File: src/rtl/run_feeder.sv
// rtl/run_feeder.sv - feeds bundles from a source FIFO into alternating runs on two destination FIFOs
// Optional key-order checking is compiled in with RUN_FEEDER_ORDER_CHECK_EN.
module run_feeder #(
    parameter int DATA_WIDTH   = 32,
    parameter int KEY_WIDTH    = 32,
    parameter int BUNDLE_WIDTH = 8,
    parameter int CNT_WIDTH    = 32
) (
    input  logic                               i_clk,
    input  logic                               i_rst_n,
    input  logic                               i_start,
    input  logic [5:0]                         i_run_log2,
    input  logic [CNT_WIDTH-1:0]               i_total_len,
    input  logic [DATA_WIDTH*BUNDLE_WIDTH-1:0] i_src_data,
    input  logic                               i_src_vld,
    output logic                               o_src_read,
    input  logic                               i_fifo_0_full,
    input  logic                               i_fifo_1_full,
    output logic [DATA_WIDTH*BUNDLE_WIDTH:0]   o_fifo_data_0,
    output logic [DATA_WIDTH*BUNDLE_WIDTH:0]   o_fifo_data_1,
    output logic                               o_fifo_0_write,
    output logic                               o_fifo_1_write,
    output logic                               o_busy,
    output logic                               o_done,
    output logic                               o_cfg_err,
    output logic                               o_order_err
);
    typedef enum logic [1:0] {IDLE, FEED_0, FEED_1, DONE} state_t;

    state_t               state_q, state_d;
    logic [CNT_WIDTH-1:0] run_cnt_q, run_cnt_d;
    logic [CNT_WIDTH-1:0] total_cnt_q, total_cnt_d;
    logic [CNT_WIDTH-1:0] run_last_q, run_last_d;
    logic [CNT_WIDTH-1:0] total_len_q, total_len_d;
    logic                 cfg_err_q, cfg_err_d;
    logic [CNT_WIDTH-1:0] two_run_mask;
    logic                 start_ok;
    logic                 dest_full;
    logic                 xfer;
    logic                 last;

`ifdef RUN_FEEDER_ORDER_CHECK_EN
    localparam int KEY_LSB = DATA_WIDTH - KEY_WIDTH;
    logic                 order_err_q, order_err_d;
    logic [KEY_WIDTH-1:0] prev_max_q, prev_max_d;
    logic [KEY_WIDTH-1:0] bundle_max;
    logic                 bundle_sorted;

    always_comb begin
        bundle_sorted = 1'b1;
        bundle_max    = i_src_data[KEY_LSB +: KEY_WIDTH];
        for (int i = 1; i < BUNDLE_WIDTH; i++) begin
            if (i_src_data[i*DATA_WIDTH+KEY_LSB +: KEY_WIDTH] <
                i_src_data[(i-1)*DATA_WIDTH+KEY_LSB +: KEY_WIDTH])
                bundle_sorted = 1'b0;
            if (i_src_data[i*DATA_WIDTH+KEY_LSB +: KEY_WIDTH] > bundle_max)
                bundle_max = i_src_data[i*DATA_WIDTH+KEY_LSB +: KEY_WIDTH];
        end
    end
    assign o_order_err = order_err_q;
`else
    assign o_order_err = 1'b0;
`endif

    // A pass must cover a whole number of run pairs so it ends on FIFO 1.
    assign two_run_mask = (CNT_WIDTH'(1) << ({1'b0, i_run_log2} + 7'd1)) - CNT_WIDTH'(1);
    assign start_ok     = (i_total_len != '0) && (int'(i_run_log2) < CNT_WIDTH - 1) &&
                          ((i_total_len & two_run_mask) == '0);

    assign dest_full = (state_q == FEED_1) ? i_fifo_1_full : i_fifo_0_full;
    assign xfer      = i_rst_n && (state_q == FEED_0 || state_q == FEED_1) &&
                       i_src_vld && !dest_full;
    assign last      = (run_cnt_q == run_last_q);

    assign o_src_read     = xfer;
    assign o_fifo_0_write = xfer && (state_q == FEED_0);
    assign o_fifo_1_write = xfer && (state_q == FEED_1);
    assign o_fifo_data_0  = {last, i_src_data};
    assign o_fifo_data_1  = {last, i_src_data};
    assign o_busy         = i_rst_n && (state_q != IDLE);
    assign o_done         = i_rst_n && (state_q == DONE);
    assign o_cfg_err      = cfg_err_q;

    always_comb begin
        state_d     = state_q;
        run_cnt_d   = run_cnt_q;
        total_cnt_d = total_cnt_q;
        run_last_d  = run_last_q;
        total_len_d = total_len_q;
        cfg_err_d   = cfg_err_q;
`ifdef RUN_FEEDER_ORDER_CHECK_EN
        order_err_d = order_err_q;
        prev_max_d  = prev_max_q;
`endif
        case (state_q)
            IDLE: begin
                if (i_start) begin
                    if (start_ok) begin
                        run_last_d  = (CNT_WIDTH'(1) << i_run_log2) - CNT_WIDTH'(1);
                        total_len_d = i_total_len;
                        run_cnt_d   = '0;
                        total_cnt_d = '0;
                        cfg_err_d   = 1'b0;
`ifdef RUN_FEEDER_ORDER_CHECK_EN
                        order_err_d = 1'b0;
`endif
                        state_d     = FEED_0;
                    end else begin
                        cfg_err_d = 1'b1;
                    end
                end
            end
            FEED_0, FEED_1: begin
                if (xfer) begin
                    total_cnt_d = total_cnt_q + CNT_WIDTH'(1);
`ifdef RUN_FEEDER_ORDER_CHECK_EN
                    prev_max_d = bundle_max;
                    if (!bundle_sorted ||
                        (run_cnt_q != '0 && i_src_data[KEY_LSB +: KEY_WIDTH] < prev_max_q))
                        order_err_d = 1'b1;
`endif
                    if (last) begin
                        run_cnt_d = '0;
                        if (total_cnt_d == total_len_q)
                            state_d = DONE;
                        else
                            state_d = (state_q == FEED_0) ? FEED_1 : FEED_0;
                    end else begin
                        run_cnt_d = run_cnt_q + CNT_WIDTH'(1);
                    end
                end
            end
            DONE:    state_d = IDLE;
            default: state_d = IDLE;
        endcase
    end

    always_ff @(posedge i_clk) begin
        if (!i_rst_n) begin
            state_q     <= IDLE;
            run_cnt_q   <= '0;
            total_cnt_q <= '0;
            run_last_q  <= '0;
            total_len_q <= '0;
            cfg_err_q   <= 1'b0;
`ifdef RUN_FEEDER_ORDER_CHECK_EN
            order_err_q <= 1'b0;
            prev_max_q  <= '0;
`endif
        end else begin
            state_q     <= state_d;
            run_cnt_q   <= run_cnt_d;
            total_cnt_q <= total_cnt_d;
            run_last_q  <= run_last_d;
            total_len_q <= total_len_d;
            cfg_err_q   <= cfg_err_d;
`ifdef RUN_FEEDER_ORDER_CHECK_EN
            order_err_q <= order_err_d;
            prev_max_q  <= prev_max_d;
`endif
        end
    end
endmodule

File: config.mk
export PLATFORM = sky130hd
export DESIGN_NAME = run_feeder
export DESIGN_NICKNAME = d
export VERILOG_FILES = /design/src/rtl/run_feeder.sv
export SDC_FILE = /design/constraint.sdc
export NUM_CORES = 1
export LEC_CHECK = 0
export ABC_AREA = 1
export BUFFER_PORTS_ARGS = -buffer_cell sky130_fd_sc_hd__buf_2
export CAP_MARGIN = 20
export CORE_AREA = 2 2 319 321
export CTS_CLUSTER_SIZE = 10
export DETAILED_ROUTE_END_ITERATION = 6
export DIE_AREA = 0 0 321 323
export GPL_ROUTABILITY_DRIVEN = 0
export PLACE_DENSITY = 0.38
export SYNTH_ARGS = -nofsm -noshare
export SYNTH_HDL_FRONTEND = slang
export SYNTH_SLANG_ARGS = --single-unit
export TNS_END_PERCENT = 100
File: constraint.sdc
create_clock -name i_clk -period 4.7 [get_ports i_clk]
set_input_delay 0.235 -clock i_clk [delete_from_list [all_inputs] [get_ports i_clk]]
set_output_delay 0.235 -clock i_clk [all_outputs]
set_load 0.01 [all_outputs]
==> metrics.md <==
| Metric | Value |
|---|---|
| Status | completed |
| Mean post-synth cell area | 6.21 µm² |
| Mapped Cells | 2,367 |
| Final WL | 52,900 µm |
| Hold Crit Depth | 3 |
| Die ar. | 104,000 µm² |
| CTS Buffer Depth | 2 |
| Maximum vdd drop | 0.204 mV |
| Largest cells by area after synthesis | buf_4 27%, dfxtp_1 18%, nand2_1 12% |
| Routed via count | 12,000 |
| Cell with the largest stage delay on the worst path | ha_1 |
| Critical path arrival | 4.02 ns |
| Reg2Reg Depth | 9 |
| Adder-cell share of the synthesized area | 1.19% |
| Fraction of registers with async set/reset | 0% |
| Crit Path Max Fanout | 34 |
| Cell variety after synth | 41 |
| Routed Antenna Nets | 0 |
| Clk slew on worst S/H paths | 0.07 ns |
| Hold Vio Cnt, Final | 0 |
| Fin Setup TNS | 0 ns |
| Cts bufs inserted | 17 |
| Share of cells above drive strength 1 | 10.7% |
| Cell Area, Synth | 14,700 µm² |
| Max Fclk | 271 MHz |
| RSZ-0062 raised after global routing | false |
| Worst Skew | 0.0114 ns |
| Fin nets | 2,181 |
| Pins Over Slew Limit | 0 |
| Largest family of logic cells by synthesized area | simple AND/OR/NAND/NOR gates |
| Slew @ Worst Pin | 1.08 ns |
| I/O pin total | 821 |
| Placeable Area | 101,000 µm² |
| Setup CP Type | input port to flop |
| CTS tree | yes |
| Total number of yosys warnings | 0 |
| Critical Path Sink Type | flop |
| R2R Path End | run_cnt_q[20]$_SDFFE_PN0P_ |
| Gr usage total | 10.0% |
| Clk root buf | clkbuf_16 |
| XOR/XNOR Fraction of Synth Area | 5.78% |
| Die height | 323 µm |
| Max-Slew Margin vs Limit | 27.8% |
| Finished Core Util | 13.0% |
| Hold Crit Endpoint | total_len_q[16]$_SDFFE_PN0P_ |
| Final Cycle Share | 78.6% |
| Mux cell area share after synthesis | 0% |
| Post-Synth Simple-Gate Area | 35.4% |
| Net Count, Synth | 2,681 |
| R2R Setup Slk | 1.05 ns |
| DR vias/cell | 3.76 |
| Synth-to-layout area growth | -10.7% |
| Delay of the slowest critical-path stage | 0.52 ns |
| Initial Util | 14.6% |
| Cell family with most CP delay | simple AND/OR/NAND/NOR gates |
| Setup crit start kind | input port |
| CP required | 5.03 ns |
| Die width | 321 µm |
| FF+latch count, synth | 131 |
| # port buffers | 51 |
| Synth Area in Compound Gates | 6.08% |
| H-tree depth | 4 |
| Cell chain of the critical path | buf_2 -> ha_1 -> ha_1 -> inv_1 -> nand2_1 -> a21oi_1 -> o21ai_0 -> nand2_1 -> nor2_2 -> nand4_1 -> nand3_1 -> nand2_1 -> nor2_1 -> nand2_1 -> nor2_1 -> nand2_2 -> nor2_4 -> buf_4 -> nand2_1 -> nand2_1 -> a21oi_2 |
| Setup violators final | 0 |
| Detailed Place HPWL | 42,200 µm |
| FF-to-FF Start | state_q[0]$_SDFFE_PN0P_ |
| GRT Residual Overflow | 0 |
| Post-synth top area share | 26.6% |
| PD cells | 227 nW/µm² |
| Primary FF master, synth | dfxtp_1 |
| First-pass GRT wire length | 78,000 µm |
| Vias in the first global route | 11,700 |
| WP buf/inv | 3 |
| Antenna violations before repair | 3 |
| Post-synthesis sequential area ratio | 17.8% |
| CTS Sinks | 131 |
| Post-CTS Resized | 0 |
| Worst min-delay path class | input port to flop |
| Hold_buf cts | 0 |
| Site Rows | 117 |
| Area leader, netlist | buf_4 |
| DR WL/cell | 16.6 µm |
| Max-Cap Viols | 0 |
| Skew-Pair Late Insertion Delay | 0.45 ns |
| Number of synthesized flops with an enable pin | 0 |
| Worst hold slack | 0.0838 ns |
| Source of the worst hold timing path | i_total_len[16] |
| Leakage dissipation | 5.35 nW |
| Minimum clock period | 3.69 ns |
| Largest net degree at the start of global routing | 66 |
| Post-CTS Setup Inserts | 0 |
| Most used cell, CP | nand2_1 |
| Drt initial violations | 814 |
| Remaining DRCs | 0 |
| Drt pass-1 iters | 5 |
-- cells by family (layout without fill, tap and decap cells) --
family / count (synthesis) / count (layout)
AOI/OAI and AO/OA: 157 / 157
other: 1 / 3
DFF: 131 / 131
and+or+nand+nor: 1200 / 1200
buffers and inverters: 767 / 280
xor gates and xnor gates: 97 / 97
adders and majority gates: 14 / 14
-- sequential cells by signal (all words and copies together) (netlist names) --
name,flops
total_cnt_q,32
total_len_q,32
o_cfg_err,1
run_cnt_q,32
run_last_q,32
state_q,2
-- layout by cell type, fill, tap and decap left out, types with 4 or more instances in the layout --
master	Yosys	routed
nand2_1	458	458
nor2_1	370	370
nand3_1	196	196
inv_1	163	163
dfxtp_1	131	131
xor2_1	79	79
a21oi_1	66	65
buf_2	15	50
nor3_1	48	48
o21ai_1	46	46
or2_2	33	33
nand4_1	30	30
nor4_1	24	23
a21oi_2	21	21
xnor2_1	18	18
clkbuf_16	0	17
buf_4	521	17
o21ai_0	16	16
inv_2	15	15
ha_1	14	14
nand2_2	9	9
nor2_2	9	9
nand3_2	6	6
nand3b_1	5	5
bufinv_16	0	4
clkinv_4	0	4
inv_6	0	4
-- through the flow --
| step | cells | instance area, µm² | setup WS, ns | power, mW |
|---|---|---|---|---|
| after floorplan | 2367 | 14700 | 1.43 | 1.84 |
| after global placement | 3157 | 12500 | 0.480 | 1.53 |
| after detailed placement | 3157 | 12500 | 0.590 | 1.53 |
| after CTS | 3189 | 13100 | 0.938 | 3.02 |
| after global routing | 3190 | 13100 | 0.612 | 3.11 |
| final | 3191 | 13100 | 1.01 | 2.98 |
-- metal layers --
metal / vias up / global-route usage, % / wire (µm)
met2: 550 / 14.9 / 22100
met3: 228 / 3.56 / 5120
met4: 6 / 6.69 / 3400
met1: 5261 / 12.0 / 22200
li1: 5943 / - / -
met5: - / 0.880 / 103
-- worst max path at each step --
| stage | slack (ns) | endpoint | cells after the start | start |
|---|---|---|---|---|
| 2_1_floorplan | 1.43 | run_last_q[0]$_SDFFE_PN0P_ | 26 | i_run_log2[0] |
| 3_3_place_gp | 0.48 | run_last_q[8]$_SDFFE_PN0P_ | 21 | i_run_log2[0] |
| 3_5_place_dp | 0.59 | run_last_q[8]$_SDFFE_PN0P_ | 23 | i_run_log2[0] |
| 4_1_cts | 0.94 | run_cnt_q[20]$_SDFFE_PN0P_ | 9 | state_q[0]$_SDFFE_PN0P_ |
| 5_1_grt | 0.61 | run_last_q[8]$_SDFFE_PN0P_ | 28 | i_run_log2[0] |
| 6_report | 1.01 | run_last_q[8]$_SDFFE_PN0P_ | 21 | i_run_log2[0] |
-- power by group --
part,internal (mW),switching (mW)
combinational,0.111,0.277
clock,0.896,0.580
sequential,1.11,0.00149
total,2.12,0.859
-- worst min-delay path, delay by kind of cell --
| kind | cells | cell delay (ns) |
|---|---|---|
| buf+inv | 1 | 0.13 |
| simple gates | 2 | 0.14 |
-- cells in the mapped netlist, types with 2 or more instances --
master / n
buf_4: 521
nand2_1: 458
nor2_1: 370
nand3_1: 196
inv_1: 163
dfxtp_1: 131
xor2_1: 79
a21oi_1: 66
nor3_1: 48
o21ai_1: 46
or2_2: 33
clkbuf_1: 30
nand4_1: 30
nor4_1: 24
a21oi_2: 21
xnor2_1: 18
o21ai_0: 16
buf_2: 15
inv_2: 15
buf_6: 14
ha_1: 14
nand2_2: 9
nor2_2: 9
buf_1: 8
nand3_2: 6
nand3b_1: 5
nor3b_1: 3
o211ai_1: 3
nand2_4: 2
nor4b_1: 2
or4_1: 2
-- layout make-up --
cell class	instances	area [µm²]
fillers	11800	87600
multi-input cells	1469	7140
flip-flops and latches	131	2620
well taps	1309	1640
inverters	179	672
clock buffers	18	429
repair buffers	69	418
clock inverters	14	203
diodes	2	5.00
(Power assumes the default switching activity.)
